===== config.mk =====
export PLATFORM = sky130hd
export DESIGN_NAME = alu_seq_ctrl_flat
export DESIGN_NICKNAME = d
export VERILOG_FILES = /design/src/rtl/alu_seq_ctrl_if.sv /design/src/rtl/alu_seq_ctrl.sv /design/src/flat_wrapper.sv
export SDC_FILE = /design/constraint.sdc
export NUM_CORES = 1
export LEC_CHECK = 0
export BUFFER_PORTS_ARGS = -buffer_cell sky130_fd_sc_hd__buf_2
export CAP_MARGIN = 0
export CORE_UTILIZATION = 40
export CTS_BUF_LIST = sky130_fd_sc_hd__clkbuf_8 sky130_fd_sc_hd__clkbuf_16
export DETAILED_ROUTE_END_ITERATION = 6
export PLACE_DENSITY_LB_ADDON = 0.1
export SYNTH_ARGS = -nofsm -noshare
export SYNTH_HDL_FRONTEND = slang
export SYNTH_SLANG_ARGS = --single-unit

===== constraint.sdc =====
create_clock -name clk -period 5.2 [get_ports clk]
set_input_delay 0.52 -clock clk [delete_from_list [all_inputs] [get_ports clk]]
set_output_delay 0.52 -clock clk [all_outputs]
set_load 0.05 [all_outputs]

===== src/rtl/alu_seq_ctrl_if.sv =====
// rtl/alu_seq_ctrl_if.sv - command, data-memory and ALU bus bundle for the multi-byte ALU sequencer
//
// Groups every non-clock/reset signal of alu_seq_ctrl.
//   master : the sequencer side (drives busy/done/err/carry_out, memory strobes, ALU operands)
//   slave  : the environment side (core control, data memory, combinational ALU)
// Signals:
//   start/op/a_base/b_base/dst_base/len  command request from the core
//   busy/done/err/carry_out              command status back to the core
//   mem_addr/mem_ren/mem_rdata           data-memory read port (rdata valid the cycle after ren)
//   mem_wen/mem_wdata                    data-memory write port
//   alu_cmd/alu_inA/alu_acc/alu_sc_i     ALU operand drive
//   alu_rslt/alu_sc_o                    combinational ALU result and carry
interface alu_seq_ctrl_if #(
   parameter int ADDR_W = 8,
   parameter int LEN_W  = 4
);
   logic              start;
   logic [1:0]        op;
   logic [ADDR_W-1:0] a_base;
   logic [ADDR_W-1:0] b_base;
   logic [ADDR_W-1:0] dst_base;
   logic [LEN_W-1:0]  len;
   logic              busy;
   logic              done;
   logic              err;
   logic              carry_out;
   logic [ADDR_W-1:0] mem_addr;
   logic              mem_ren;
   logic [7:0]        mem_rdata;
   logic              mem_wen;
   logic [7:0]        mem_wdata;
   logic [3:0]        alu_cmd;
   logic [7:0]        alu_inA;
   logic [7:0]        alu_acc;
   logic              alu_sc_i;
   logic [7:0]        alu_rslt;
   logic              alu_sc_o;

   modport master (
      input  start, op, a_base, b_base, dst_base, len,
      output busy, done, err, carry_out,
      output mem_addr, mem_ren, mem_wen, mem_wdata,
      input  mem_rdata,
      output alu_cmd, alu_inA, alu_acc, alu_sc_i,
      input  alu_rslt, alu_sc_o
   );

   modport slave (
      output start, op, a_base, b_base, dst_base, len,
      input  busy, done, err, carry_out,
      input  mem_addr, mem_ren, mem_wen, mem_wdata,
      output mem_rdata,
      input  alu_cmd, alu_inA, alu_acc, alu_sc_i,
      output alu_rslt, alu_sc_o
   );
endinterface


===== src/rtl/alu_seq_ctrl.sv =====
// rtl/alu_seq_ctrl.sv - multi-byte ADD/XOR/POPCNT sequencer driving an 8-bit combinational ALU
//
// Reads operand bytes from data memory, runs them through the ALU one byte per step,
// chains the ADD carry, accumulates the POPCNT total and writes results back.
// Ports:
//   clk    rising-edge clock
//   rst_n  asynchronous active-low reset; returns to IDLE with every output at 0
//   bus    alu_seq_ctrl_if.master (command, status, data-memory and ALU signals)
// Ops: 00 ADD, 01 XOR, 10 POPCNT, 11 reserved (completes at once with err).
module alu_seq_ctrl #(
   parameter int ADDR_W = 8,
   parameter int LEN_W  = 4
) (
   input  logic           clk,
   input  logic           rst_n,
   alu_seq_ctrl_if.master bus
);
   localparam logic [1:0] OP_ADD = 2'b00;
   localparam logic [1:0] OP_XOR = 2'b01;
   localparam logic [1:0] OP_POP = 2'b10;
   localparam logic [1:0] OP_RSV = 2'b11;

   typedef enum logic [2:0] {
      S_IDLE, S_RD_A, S_RD_B, S_EXEC, S_ACC, S_WR, S_DONE
   } state_t;

   state_t            state;
   logic [1:0]        op_r;
   logic [ADDR_W-1:0] a_base_r;
   logic [ADDR_W-1:0] b_base_r;
   logic [ADDR_W-1:0] dst_base_r;
   logic [LEN_W-1:0]  len_r;
   logic [LEN_W-1:0]  i_r;
   logic              carry_r;
   logic [7:0]        total_r;
   logic [7:0]        a_r;
   logic [7:0]        r_r;

   logic [LEN_W-1:0]  i_nxt;
   logic              last_byte;

   assign i_nxt     = i_r + LEN_W'(1);
   assign last_byte = (i_nxt == len_r);

   // Memory/status outputs are registered: each transition loads the values the next state presents.
   always_ff @(posedge clk or negedge rst_n) begin
      if (!rst_n) begin
         state         <= S_IDLE;
         op_r          <= '0;
         a_base_r      <= '0;
         b_base_r      <= '0;
         dst_base_r    <= '0;
         len_r         <= '0;
         i_r           <= '0;
         carry_r       <= 1'b0;
         total_r       <= '0;
         a_r           <= '0;
         r_r           <= '0;
         bus.busy      <= 1'b0;
         bus.done      <= 1'b0;
         bus.err       <= 1'b0;
         bus.carry_out <= 1'b0;
         bus.mem_addr  <= '0;
         bus.mem_ren   <= 1'b0;
         bus.mem_wen   <= 1'b0;
         bus.mem_wdata <= '0;
      end else begin
         case (state)
            S_IDLE: begin
               if (bus.start) begin
                  op_r       <= bus.op;
                  a_base_r   <= bus.a_base;
                  b_base_r   <= bus.b_base;
                  dst_base_r <= bus.dst_base;
                  len_r      <= bus.len;
                  if (bus.op == OP_RSV) begin
                     state    <= S_DONE;
                     bus.done <= 1'b1;
                     bus.err  <= 1'b1;
                  end else if (bus.len == '0) begin
                     state    <= S_DONE;
                     bus.done <= 1'b1;
                  end else begin
                     i_r          <= '0;
                     carry_r      <= 1'b0;
                     total_r      <= '0;
                     state        <= S_RD_A;
                     bus.busy     <= 1'b1;
                     bus.mem_ren  <= 1'b1;
                     bus.mem_addr <= bus.a_base;
                  end
               end
            end
            S_RD_A: begin
               state <= S_RD_B;
               if (op_r != OP_POP) begin
                  bus.mem_addr <= b_base_r + ADDR_W'(i_r);
               end else begin
                  bus.mem_ren <= 1'b0;
               end
            end
            S_RD_B: begin
               a_r         <= bus.mem_rdata;
               bus.mem_ren <= 1'b0;
               state       <= S_EXEC;
            end
            S_EXEC: begin
               r_r <= bus.alu_rslt;
               if (op_r == OP_ADD) begin
                  carry_r <= bus.alu_sc_o;
               end
               if (op_r == OP_POP) begin
                  state <= S_ACC;
               end else begin
                  state         <= S_WR;
                  bus.mem_wen   <= 1'b1;
                  bus.mem_addr  <= dst_base_r + ADDR_W'(i_r);
                  bus.mem_wdata <= bus.alu_rslt;
               end
            end
            S_ACC: begin
               total_r <= bus.alu_rslt;
               if (!last_byte) begin
                  i_r          <= i_nxt;
                  state        <= S_RD_A;
                  bus.mem_ren  <= 1'b1;
                  bus.mem_addr <= a_base_r + ADDR_W'(i_nxt);
               end else begin
                  // POPCNT produces one result byte, always at dst_base.
                  state         <= S_WR;
                  bus.mem_wen   <= 1'b1;
                  bus.mem_addr  <= dst_base_r;
                  bus.mem_wdata <= bus.alu_rslt;
               end
            end
            S_WR: begin
               bus.mem_wen <= 1'b0;
               if ((op_r != OP_POP) && !last_byte) begin
                  i_r          <= i_nxt;
                  state        <= S_RD_A;
                  bus.mem_ren  <= 1'b1;
                  bus.mem_addr <= a_base_r + ADDR_W'(i_nxt);
               end else begin
                  state         <= S_DONE;
                  bus.busy      <= 1'b0;
                  bus.done      <= 1'b1;
                  bus.carry_out <= (op_r == OP_ADD) && carry_r;
               end
            end
            S_DONE: begin
               bus.done      <= 1'b0;
               bus.err       <= 1'b0;
               bus.carry_out <= 1'b0;
               state         <= S_IDLE;
            end
            default: state <= S_IDLE;
         endcase
      end
   end

   // ALU drive is decoded from the registered state. Operand B only arrives on mem_rdata
   // during EXEC, so it feeds alu_acc directly and the ALU result is captured into r_r
   // at the end of that same cycle.
   always_comb begin
      bus.alu_cmd  = 4'b0000;
      bus.alu_inA  = 8'h00;
      bus.alu_acc  = 8'h00;
      bus.alu_sc_i = 1'b0;
      case (state)
         S_EXEC: begin
            bus.alu_inA = a_r;
            case (op_r)
               OP_ADD: begin
                  bus.alu_cmd  = 4'b0100;
                  bus.alu_acc  = bus.mem_rdata;
                  bus.alu_sc_i = carry_r;
               end
               OP_XOR: begin
                  bus.alu_cmd = 4'b0010;
                  bus.alu_acc = bus.mem_rdata;
               end
               OP_POP: bus.alu_cmd = 4'b0011;
               default: bus.alu_inA = 8'h00;
            endcase
         end
         S_ACC: begin
            // Add this byte's popcount into the running total; ALU carry-out is dropped.
            bus.alu_cmd = 4'b0100;
            bus.alu_inA = r_r;
            bus.alu_acc = total_r;
         end
         default: bus.alu_cmd = 4'b0000;
      endcase
   end
endmodule


===== src/flat_wrapper.sv =====
// flat-port wrapper written by rule: the top's interface ports become plain ports
module alu_seq_ctrl_flat 
#(
   parameter int ADDR_W = 8,
   parameter int LEN_W  = 4
)
  (clk, rst_n, bus_start, bus_op, bus_a_base, bus_b_base, bus_dst_base, bus_len, bus_busy, bus_done, bus_err, bus_carry_out, bus_mem_addr, bus_mem_ren, bus_mem_wen, bus_mem_wdata, bus_mem_rdata, bus_alu_cmd, bus_alu_inA, bus_alu_acc, bus_alu_sc_i, bus_alu_rslt, bus_alu_sc_o);
  alu_seq_ctrl_if #(.ADDR_W(ADDR_W), .LEN_W(LEN_W)) bus_i ();
  input  logic clk;
  input  logic rst_n;
  input wire logic [$bits(bus_i.start)-1:0] bus_start;
  input wire logic [$bits(bus_i.op)-1:0] bus_op;
  input wire logic [$bits(bus_i.a_base)-1:0] bus_a_base;
  input wire logic [$bits(bus_i.b_base)-1:0] bus_b_base;
  input wire logic [$bits(bus_i.dst_base)-1:0] bus_dst_base;
  input wire logic [$bits(bus_i.len)-1:0] bus_len;
  output wire logic [$bits(bus_i.busy)-1:0] bus_busy;
  output wire logic [$bits(bus_i.done)-1:0] bus_done;
  output wire logic [$bits(bus_i.err)-1:0] bus_err;
  output wire logic [$bits(bus_i.carry_out)-1:0] bus_carry_out;
  output wire logic [$bits(bus_i.mem_addr)-1:0] bus_mem_addr;
  output wire logic [$bits(bus_i.mem_ren)-1:0] bus_mem_ren;
  output wire logic [$bits(bus_i.mem_wen)-1:0] bus_mem_wen;
  output wire logic [$bits(bus_i.mem_wdata)-1:0] bus_mem_wdata;
  input wire logic [$bits(bus_i.mem_rdata)-1:0] bus_mem_rdata;
  output wire logic [$bits(bus_i.alu_cmd)-1:0] bus_alu_cmd;
  output wire logic [$bits(bus_i.alu_inA)-1:0] bus_alu_inA;
  output wire logic [$bits(bus_i.alu_acc)-1:0] bus_alu_acc;
  output wire logic [$bits(bus_i.alu_sc_i)-1:0] bus_alu_sc_i;
  input wire logic [$bits(bus_i.alu_rslt)-1:0] bus_alu_rslt;
  input wire logic [$bits(bus_i.alu_sc_o)-1:0] bus_alu_sc_o;
  assign bus_i.start = bus_start;
  assign bus_i.op = bus_op;
  assign bus_i.a_base = bus_a_base;
  assign bus_i.b_base = bus_b_base;
  assign bus_i.dst_base = bus_dst_base;
  assign bus_i.len = bus_len;
  assign bus_busy = bus_i.busy;
  assign bus_done = bus_i.done;
  assign bus_err = bus_i.err;
  assign bus_carry_out = bus_i.carry_out;
  assign bus_mem_addr = bus_i.mem_addr;
  assign bus_mem_ren = bus_i.mem_ren;
  assign bus_mem_wen = bus_i.mem_wen;
  assign bus_mem_wdata = bus_i.mem_wdata;
  assign bus_i.mem_rdata = bus_mem_rdata;
  assign bus_alu_cmd = bus_i.alu_cmd;
  assign bus_alu_inA = bus_i.alu_inA;
  assign bus_alu_acc = bus_i.alu_acc;
  assign bus_alu_sc_i = bus_i.alu_sc_i;
  assign bus_i.alu_rslt = bus_alu_rslt;
  assign bus_i.alu_sc_o = bus_alu_sc_o;
  alu_seq_ctrl #(.ADDR_W(ADDR_W), .LEN_W(LEN_W)) u_core (.clk(clk), .rst_n(rst_n), .bus(bus_i));
endmodule

-- Word level (Yosys, flattened, before mapping)
Index checks and enable logic that the tools add are counted.
- input bits: 50
- output and inout bits: 43
- flip-flop bits (word level): 84
- logic and storage cells: 141
- reduce and logical (&&, ||, !) cells: 31
- multiplexer cells: 63
- equality and inequality tests: 24
- $add $sub $neg: 4
- operators with widths (cell ; count):
    $mux W8 ; 14
    $pmux W8 S2 ; 4
    $pmux W8 S5 ; 1
    $add A8 B4 Y8 ; 3
    $mux W1 ; 23
    $mux W4 ; 5
    $pmux W3 S6 ; 1
    $ne A2 B2 Y1 const B ; 8
    $mux W3 ; 5
    $reduce_and A7 Y1 ; 2
    $pmux W4 S3 ; 1
    $reduce_bool A2 Y1 ; 6
    $ne A2 B1 Y1 const B ; 5
    $reduce_and A5 Y1 ; 2
    $reduce_bool A5 Y1 ; 2
    $eq A3 B3 Y1 const B ; 3
    $pmux W3 S3 ; 1
    $reduce_and A3 Y1 ; 3
    $reduce_bool A3 Y1 ; 3
    $pmux W1 S2 ; 4
    $reduce_and A4 Y1 ; 2
    $eq A3 B2 Y1 const B ; 2
    $pmux W1 S3 ; 2
    $pmux W3 S2 ; 1
    other kinds (16) ; 19

-- Logic depth before layout (Yosys ltp)
Gate-level depths: netlist (run 1).
- word-level depth: 6
- depth in mapped cells: 15
- depth with buffers taken out: 12

-- Worst setup path before layout (run 1)
No wires, ideal clock.
- path kind: reg-to-reg
- start point: reg u_core.state[2]
- end point: reg u_core.bus.mem_addr[6]
- path slack: 2.192 ns
- path buffers: 3
- data arrival time: 2.878 ns
- clock period less this slack: 3.008 ns
- stages on the path, launching flop included: 16
- setup time: 0.130 ns
- required time: 5.070 ns
- path through: dfrtp_1 clkbuf_1 nand3b_1 clkbuf_1 buf_1 nand2_1 nand2_1 ha_1 inv_1 fa_1 nand2b_1 a21oi_1 xor2_1 a32o_1 nor3_1 a31oi_1
- cells in the longest elaborated chain, start to end: 3
- elaborated cells on any way between the ends: 14
- classes of those cells: eq/ne: 10; mux: 1; reduce/logical: 3
- ends and longest elaborated chain (element ; line ; text):
    start, declared ; alu_seq_ctrl.sv:27 ; state_t state;
    start signal, assigned ; alu_seq_ctrl.sv:48 ; state <= S_IDLE;
    start signal, assigned ; alu_seq_ctrl.sv:77 ; state <= S_DONE;
    start signal, assigned ; alu_seq_ctrl.sv:81 ; state <= S_DONE;
    $eq A3 B1 Y1 (tied with other cells) ; alu_seq_ctrl.sv:68 ; case (state)
    $reduce_bool A5 Y1 (no line) (tied with other cells) ; n/a ;
    $reduce_and A7 Y1 (no line) ; n/a ;
    end signal, assigned ; alu_seq_ctrl.sv:90 ; bus.mem_addr <= bus.a_base;
    end signal, assigned ; alu_seq_ctrl.sv:97 ; bus.mem_addr <= b_base_r + ADDR_W'(i_r);
    end signal, assigned ; alu_seq_ctrl.sv:117 ; bus.mem_addr <= dst_base_r + ADDR_W'(i_r);
    end, declared ; alu_seq_ctrl_if.sv:42 ; output mem_addr, mem_ren, mem_wen, mem_wdata,
Several ways; a longest one is shown, not always the timed one.
A chain may end at the register's enable or synchronous reset.

-- Worst setup path after layout (run 1)
- start point: reg u_core.state[1]
- end point: out bus_alu_inA[7]
- cells in the longest elaborated chain, start to end: 2
- elaborated cells on any way between the ends: 3
- classes of those cells: eq/ne: 2; mux: 1
- ends and longest elaborated chain (element ; line ; text):
    $eq A3 B3 Y1 or $eq A3 B2 Y1 (tied branches) ; alu_seq_ctrl.sv:169 ; case (state)
    $pmux W8 S2 * ; alu_seq_ctrl.sv:169 ;
    end, declared ; flat_wrapper.sv:27 ; output wire logic [$bits(bus_i.alu_inA)-1:0] bus_alu_inA;
Every way passes the cells marked *; elsewhere a longest branch is shown, timed or not.

==> results of run 1 <==
==> final timing paths <==
check	start	end	slack, ns
min	rst_n	u_core.len_r[2]$_DFFE_PN0P_	0.09
max in group asynchronous	rst_n	u_core.b_base_r[1]$_DFFE_PN0P_	4.06
min in group clk	bus_b_base[3]	u_core.b_base_r[3]$_DFFE_PN0P_	0.40
max	u_core.state[1]$_DFFE_PN0N_	bus_alu_inA[7]	1.54
max reg2reg	u_core.state[1]$_DFFE_PN0N_	u_core.bus.mem_addr[6]$_DFFE_PN0P_	1.78
min reg2reg	u_core.bus.mem_addr[3]$_DFFE_PN0P_	u_core.bus.mem_addr[3]$_DFFE_PN0P_	0.48
==> cells in the mapped netlist (2+ instances only) <==
| master | count |
|---|---|
| o21ai_0 | 19 |
| nand2b_1 | 7 |
| a32o_1 | 2 |
| mux2_2 | 46 |
| or2_2 | 2 |
| mux2i_1 | 5 |
| ha_1 | 13 |
| nand2_1 | 59 |
| a31oi_1 | 6 |
| nor3_1 | 2 |
| nor2b_1 | 4 |
| a21oi_4 | 2 |
| and2_1 | 6 |
| fa_1 | 2 |
| a21oi_1 | 13 |
| nand3_1 | 11 |
| a21o_1 | 2 |
| buf_2 | 8 |
| a211oi_1 | 3 |
| nand4_1 | 4 |
| xnor2_1 | 8 |
| inv_1 | 14 |
| dfrtp_1 | 84 |
| clkbuf_1 | 12 |
| nor2_1 | 25 |
| o221ai_1 | 2 |
| o21bai_1 | 2 |
| buf_1 | 3 |
| nand3b_1 | 2 |
| xor2_1 | 6 |
| o211ai_1 | 7 |
| a22o_1 | 26 |
==> layer usage <==
metal / wire, um / up-vias / track usage, %
met5: 0 / - / 0
met4: 231 / 0 / 10.4
met3: 552 / 19 / 4.10
met2: 5300 / 96 / 31.4
met1: 5460 / 1762 / 28.6
li1: - / 1712 / -
==> area by class of cell <==
cell class                      instances  area, sq um  area share (%)
Tap cell                              140          175            3.27
Sequential cell                        84         2100            39.2
Timing Repair Buffer                   95          488            9.10
Inverter                               14         52.6           0.980
Clock buffer                           10          239            4.46
Multi-Input combinational cell        311         2260            42.1
Clock inverter                          6         47.5           0.887
==> power by group <==
| group | internal [mW] | switching (mW) |
|---|---|---|
| Clock | 0.341 | 0.280 |
| Sequential | 0.663 | 0.00493 |
| Combinational | 0.0229 | 0.0427 |
| Total | 1.03 | 0.328 |
==> flip-flops by register name, summed over array words and instances (netlist names), 8 cells and up <==
| register | flops |
|---|---|
| u_core.a_base_r | 8 |
| u_core.a_r | 8 |
| u_core.b_base_r | 8 |
| u_core.bus.mem_addr | 8 |
| u_core.bus.mem_wdata | 8 |
| u_core.dst_base_r | 8 |
| u_core.r_r | 8 |
| u_core.total_r | 8 |
==> worst reg2reg max path, cell delays in order, from the launching register on <==
cell,delay [ns]
dfrtp_1,0.75
nand3b_1,0.74
nand2_1,0.26
nand2_1,0.08
ha_1,0.23
inv_1,0.08
fa_1,0.19
nand2b_1,0.18
a21oi_1,0.10
xor2_1,0.15
a32o_1,0.25
nor3_1,0.17
a31oi_1,0.10
==> kinds of logic after synthesis <==
| logic type | Yosys count | synth area share (%) |
|---|---|---|
| and+or+nand+nor | 129 | 13.1 |
| AOI/OAI and AO/OA | 99 | 16.0 |
| DFF | 84 | 46.4 |
| muxes | 51 | 12.6 |
| buffers and inverters | 39 | 3.70 |
| xor gates and xnor gates | 16 | 3.57 |
| adders and majority gates | 15 | 4.48 |
| other | 1 | 0.0829 |
==> reports/results.tsv, run 1 <==
metric	value	unit
track_usage	20.9	%
reg2reg_depth	12	
ys_warn_count	0	
pre_cts_slack	1.78	ns
drc	0	
fin_util	49.0	%
hold_ws	0.0856	ns
cpLargestDelayFamily	simple AND/OR/NAND/NOR gates	
yosys_most_used_dff	dfrtp_1	
yosysSeqAreaShare	46.4	%
hp-class	in -> async	
finalSetupTns	0	ns
synth.distinct_cells	59	
start_util	41.4	%
crit_slowest_cell	nor2_1	
coreArea	10900	sq um
p_leak	2.61	nW
port_buffers	91	
fin_crit_sh	70.4	%
critPathArrivalTime	3.14	ns
syn_area_per_cell	10.4	sq um
synth_area_leaders	dfrtp_1 46%, mux2_2 11%, a22o_1 5.0%, nand2_1 4.9%, ha_1 3.6%	
drive_gt1_share	32.3	%
vias	3589	
clk_path_buf_depth	2	
rsz0062_at_grt	false	
cp_cell_sequence	nand3b_1 -> nor2_1 -> a22o_1 -> buf_2	
ioPinCount	93	
fillers	1059	
end_kind	output port	
stdcell_area	5360	sq um
dp_hpwl	8430	um
syn_nets	499	
antenna_found_initial	0	
clk_latency	0.35	ns
layout.nets	580	
cts_hold_buf	0	
layout_commonest_cell	buf_2	
p_per_area	253	nW/um^2
setup_viol	0	
htreeDepth	3	
tightest_slew	1.16	ns
finClkSkew	0.00705	ns
status	complete, no violations	
ir_drop	171	uV
cts_buffers	9	
period_needed	3.66	ns
antennaDiodeCount	0	
total_power	1.35	mW
synth_edf_count	0	
cts_tree	done	
dp.cells	644	
post-cts-setup-buffers	0	
drt.antenna.violating_nets	0	
cp.depth	4	
overflow	0	
syn-cell-area	4530	sq um
grt_pass1_wl	18200	um
yosys.area.top_type_share	46.4	%
wire_per_inst	17.5	um
drt_iter0_drc	162	
areaGrowthSynthToFinish	18.4	%
path_clk_slew	0.06	ns
critPathKind	reg -> out	
die_w	108	um
maxSlewViolCount	0	
dieArea	11700	sq um
gp_congestion	0.874	
critical_path_required	4.68	ns
start_kind	flop	
synth_largest_area_cell	dfrtp_1	
worstPathMaxFanout	20	
final_cells	660	
rows	38	
placed_area	5070	sq um
worst_slack	1.54	ns
cts-root-buf	clkbuf_16	
slowest_delay	0.79	ns
final_cell_mix	90 x buf_2, 84 x dfrtp_1, 59 x nand2_1, 46 x mux2_2, 26 x a22o_1	
drv_cap	0	
ys_ff_latch	84	
drtPass1Iterations	4	
slew_headroom	22.7	%
die_h	108	um
wl	11500	um
finalHoldViolCount	0	
cts_resized	0	
ys_async_sr_fraction	100	%
drt-vias-per-instance	5.44	
syn_inst	434	
grt_start_max_net_pins	58	
cp_num_buf_inv	1	
max_freq	273	MHz
cts_sinks	84	
grt_pass1_vias	3446	
(Power assumes the default switching activity.)
==> inputs of run 2 (changes only) <==
==> constraint.sdc (replaced) <==
create_clock -name clk -period 3 [get_ports clk]
set_input_delay 0.3 -clock clk [delete_from_list [all_inputs] [get_ports clk]]
set_output_delay 0.3 -clock clk [all_outputs]
set_load 0.05 [all_outputs]
==> reports/results.tsv, run 2 (same netlist as run 1, synthesis figures left out) <==
metric	value	unit	change
crit_path_frequent_cell	nand2_1		
clkPwrFrac	49.8	%	was 45.9%
htreeDepth	3		unchanged
drv_cap	0		unchanged
worstPathMaxFanout	6		was 20
dp.cells	656		was 644
antenna_found_initial	0		unchanged
layout_commonest_cell	buf_2		unchanged
worst_slack	0.254	ns	was 1.54 ns
drt-vias-per-instance	5.38		was 5.44
cp_cell_sequence	and3b_1 -> nand2_1 -> nand2_1 -> ha_1 -> inv_1 -> fa_1 -> nand2b_1 -> a21oi_1 -> xor2_1 -> a32o_1 -> nor3_1 -> a31oi_1		was nand3b_1 -> nor2_1 -> a22o_1 -> buf_2
ioPinCount	93		unchanged
stdcell_area	5520	sq um	was 5360 sq um
end_kind	flop		was output port
p_leak	2.70	nW	was 2.61 nW
wire_per_inst	17.3	um	was 17.5 um
finalHoldViolCount	0		unchanged
finalSetupTns	0	ns	unchanged
gp_congestion	0.891		was 0.874
reg2reg_depth	12		unchanged
finClkSkew	0.00871	ns	was 0.00705 ns
setup_viol	0		unchanged
slew_headroom	52.7	%	was 22.7%
grt_pass1_wl	18900	um	was 18200 um
final_cells	673		was 660
areaGrowthSynthToFinish	21.9	%	was 18.4%
power.net_switching	0.543	mW	was 0.328 mW
drt.antenna.violating_nets	0		unchanged
grt_start_max_net_pins	37		was 58
period_needed	2.75	ns	
rsz0062_at_grt	false		unchanged
start_util	41.4	%	unchanged
comb_power_share	4.5	%	was 4.8%
cp_num_buf_inv	1		unchanged
cpLargestDelayFamily	simple AND/OR/NAND/NOR gates		unchanged
vias	3619		was 3589
fin_util	50.5	%	was 49.0%
fin_crit_sh	91.5	%	
post-cts-setup-buffers	0		unchanged
ir_drop	296	uV	was 171 uV
dieArea	11700	sq um	unchanged
die_w	108	um	unchanged
layout.nets	593		was 580
final_cell_mix	90 x buf_2, 84 x dfrtp_1, 59 x nand2_1, 46 x mux2_2, 26 x a22o_1		unchanged
drt_iter0_drc	154		was 162
hold-path-cell-count	3		
seqPwrFrac	45.6	%	was 49.3%
grt_pass1_vias	3585		was 3446
pre_cts_slack	0.290	ns	was 1.78 ns
clk_path_buf_depth	2		unchanged
die_h	108	um	unchanged
max_freq	364	MHz	
crit_slowest_cell	dfrtp_1		was nor2_1
cts_tree	done		unchanged
cts-root-buf	clkbuf_16		unchanged
dp_hpwl	8630	um	was 8430 um
status	complete, no violations		unchanged
tightest_slew	0.707	ns	was 1.16 ns
drive_gt1_share	33.8	%	was 32.3%
placed_area	5160	sq um	was 5070 sq um
hold_ws	0.183	ns	was 0.0856 ns
cts_buffers	9		unchanged
cp.depth	12		was 4
switching_share	21.4	%	was 24.2%
fillers	1037		was 1059
p_per_area	460	nW/um^2	was 253 nW/um^2
port_buffers	91		unchanged
drc	0		unchanged
antennaDiodeCount	0		unchanged
total_power	2.54	mW	was 1.35 mW
hp-class	in -> reg		was in -> async
drtPass1Iterations	4		unchanged
p_int	1.99	mW	was 1.03 mW
cts_sinks	84		unchanged
critPathKind	reg -> reg		was reg -> out
coreArea	10900	sq um	unchanged
path_clk_slew	0.07	ns	was 0.06 ns
maxSlewViolCount	0		unchanged
wl	11700	um	was 11500 um
critPathArrivalTime	2.95	ns	was 3.14 ns
track_usage	21.5	%	was 20.9%
rows	38		unchanged
overflow	0		unchanged
critical_path_required	3.20	ns	was 4.68 ns
start_kind	flop		unchanged
slowest_delay	0.42	ns	was 0.79 ns
clk_latency	0.35	ns	about the same
-- run 2: cell count changes in the layout (fill, tap and decap cells not counted), sizes merged --
cell         change
buf             +12
clkinv           -3
bufinv           +2
clkbuf           +2
clkinvlp         -1
dlygate4sd3      +1
-- run 2: final timing paths --
check / slack, ns / start / to
max: 0.25 / u_core.state[2]$_DFFE_PN0N_ / u_core.bus.mem_addr[6]$_DFFE_PN0P_
min: 0.18 / bus_alu_rslt[1] / u_core.r_r[1]$_DFFE_PN0P_
max reg2reg: 0.25 / u_core.state[2]$_DFFE_PN0N_ / u_core.bus.mem_addr[6]$_DFFE_PN0P_
min reg2reg: 0.48 / u_core.bus.mem_addr[3]$_DFFE_PN0P_ / u_core.bus.mem_addr[3]$_DFFE_PN0P_
max in group asynchronous: 1.80 / rst_n / u_core.a_r[4]$_DFFE_PN0P_
min in group asynchronous: 0.45 / rst_n / u_core.len_r[1]$_DFFE_PN0P_
-- run 2: power groups by stage --
stage               combinational, mW  clock, mW  sequential, mW
floorplan                      0.0212          0            1.20
global placement                0.115          0            1.18
detailed placement              0.116          0            1.18
CTS                             0.118       1.30            1.16
global route                    0.128       1.34            1.16
finish                          0.115       1.26            1.16
-- run 2: repair_timing --
action	in CTS	in global routing
resized for setup	0	0
hold buffers	1	0
endpoints found under the hold margin	34	0
-- run 2: worst reg2reg max path, stage by stage (launching register included) --
cell and delay, ns:
dfrtp_1 0.42, and3b_1 0.35, nand2_1 0.08, nand2_1 0.06, ha_1 0.19, inv_1 0.07
fa_1 0.41, nand2b_1 0.21, a21oi_1 0.18, xor2_1 0.09, a32o_1 0.25, nor3_1 0.18
a31oi_1 0.11
-- run 2: final cells by class --
type	count	area, sq um	share of cell area (%)
Clock buffer	12	267	4.83
Sequential cell	84	2100	38.1
Tap cell	140	175	3.17
Timing Repair Buffer	108	588	10.7
Multi-Input combinational cell	311	2260	40.9
Inverter	14	52.6	0.952
Clock inverter	4	77.6	1.41
-- run 2: per-layer routing --
metal	GRT usage (%)	wire [um]
met1	30.6	5580
met4	7.82	140
met3	3.50	511
met5	0	0
met2	32.9	5450
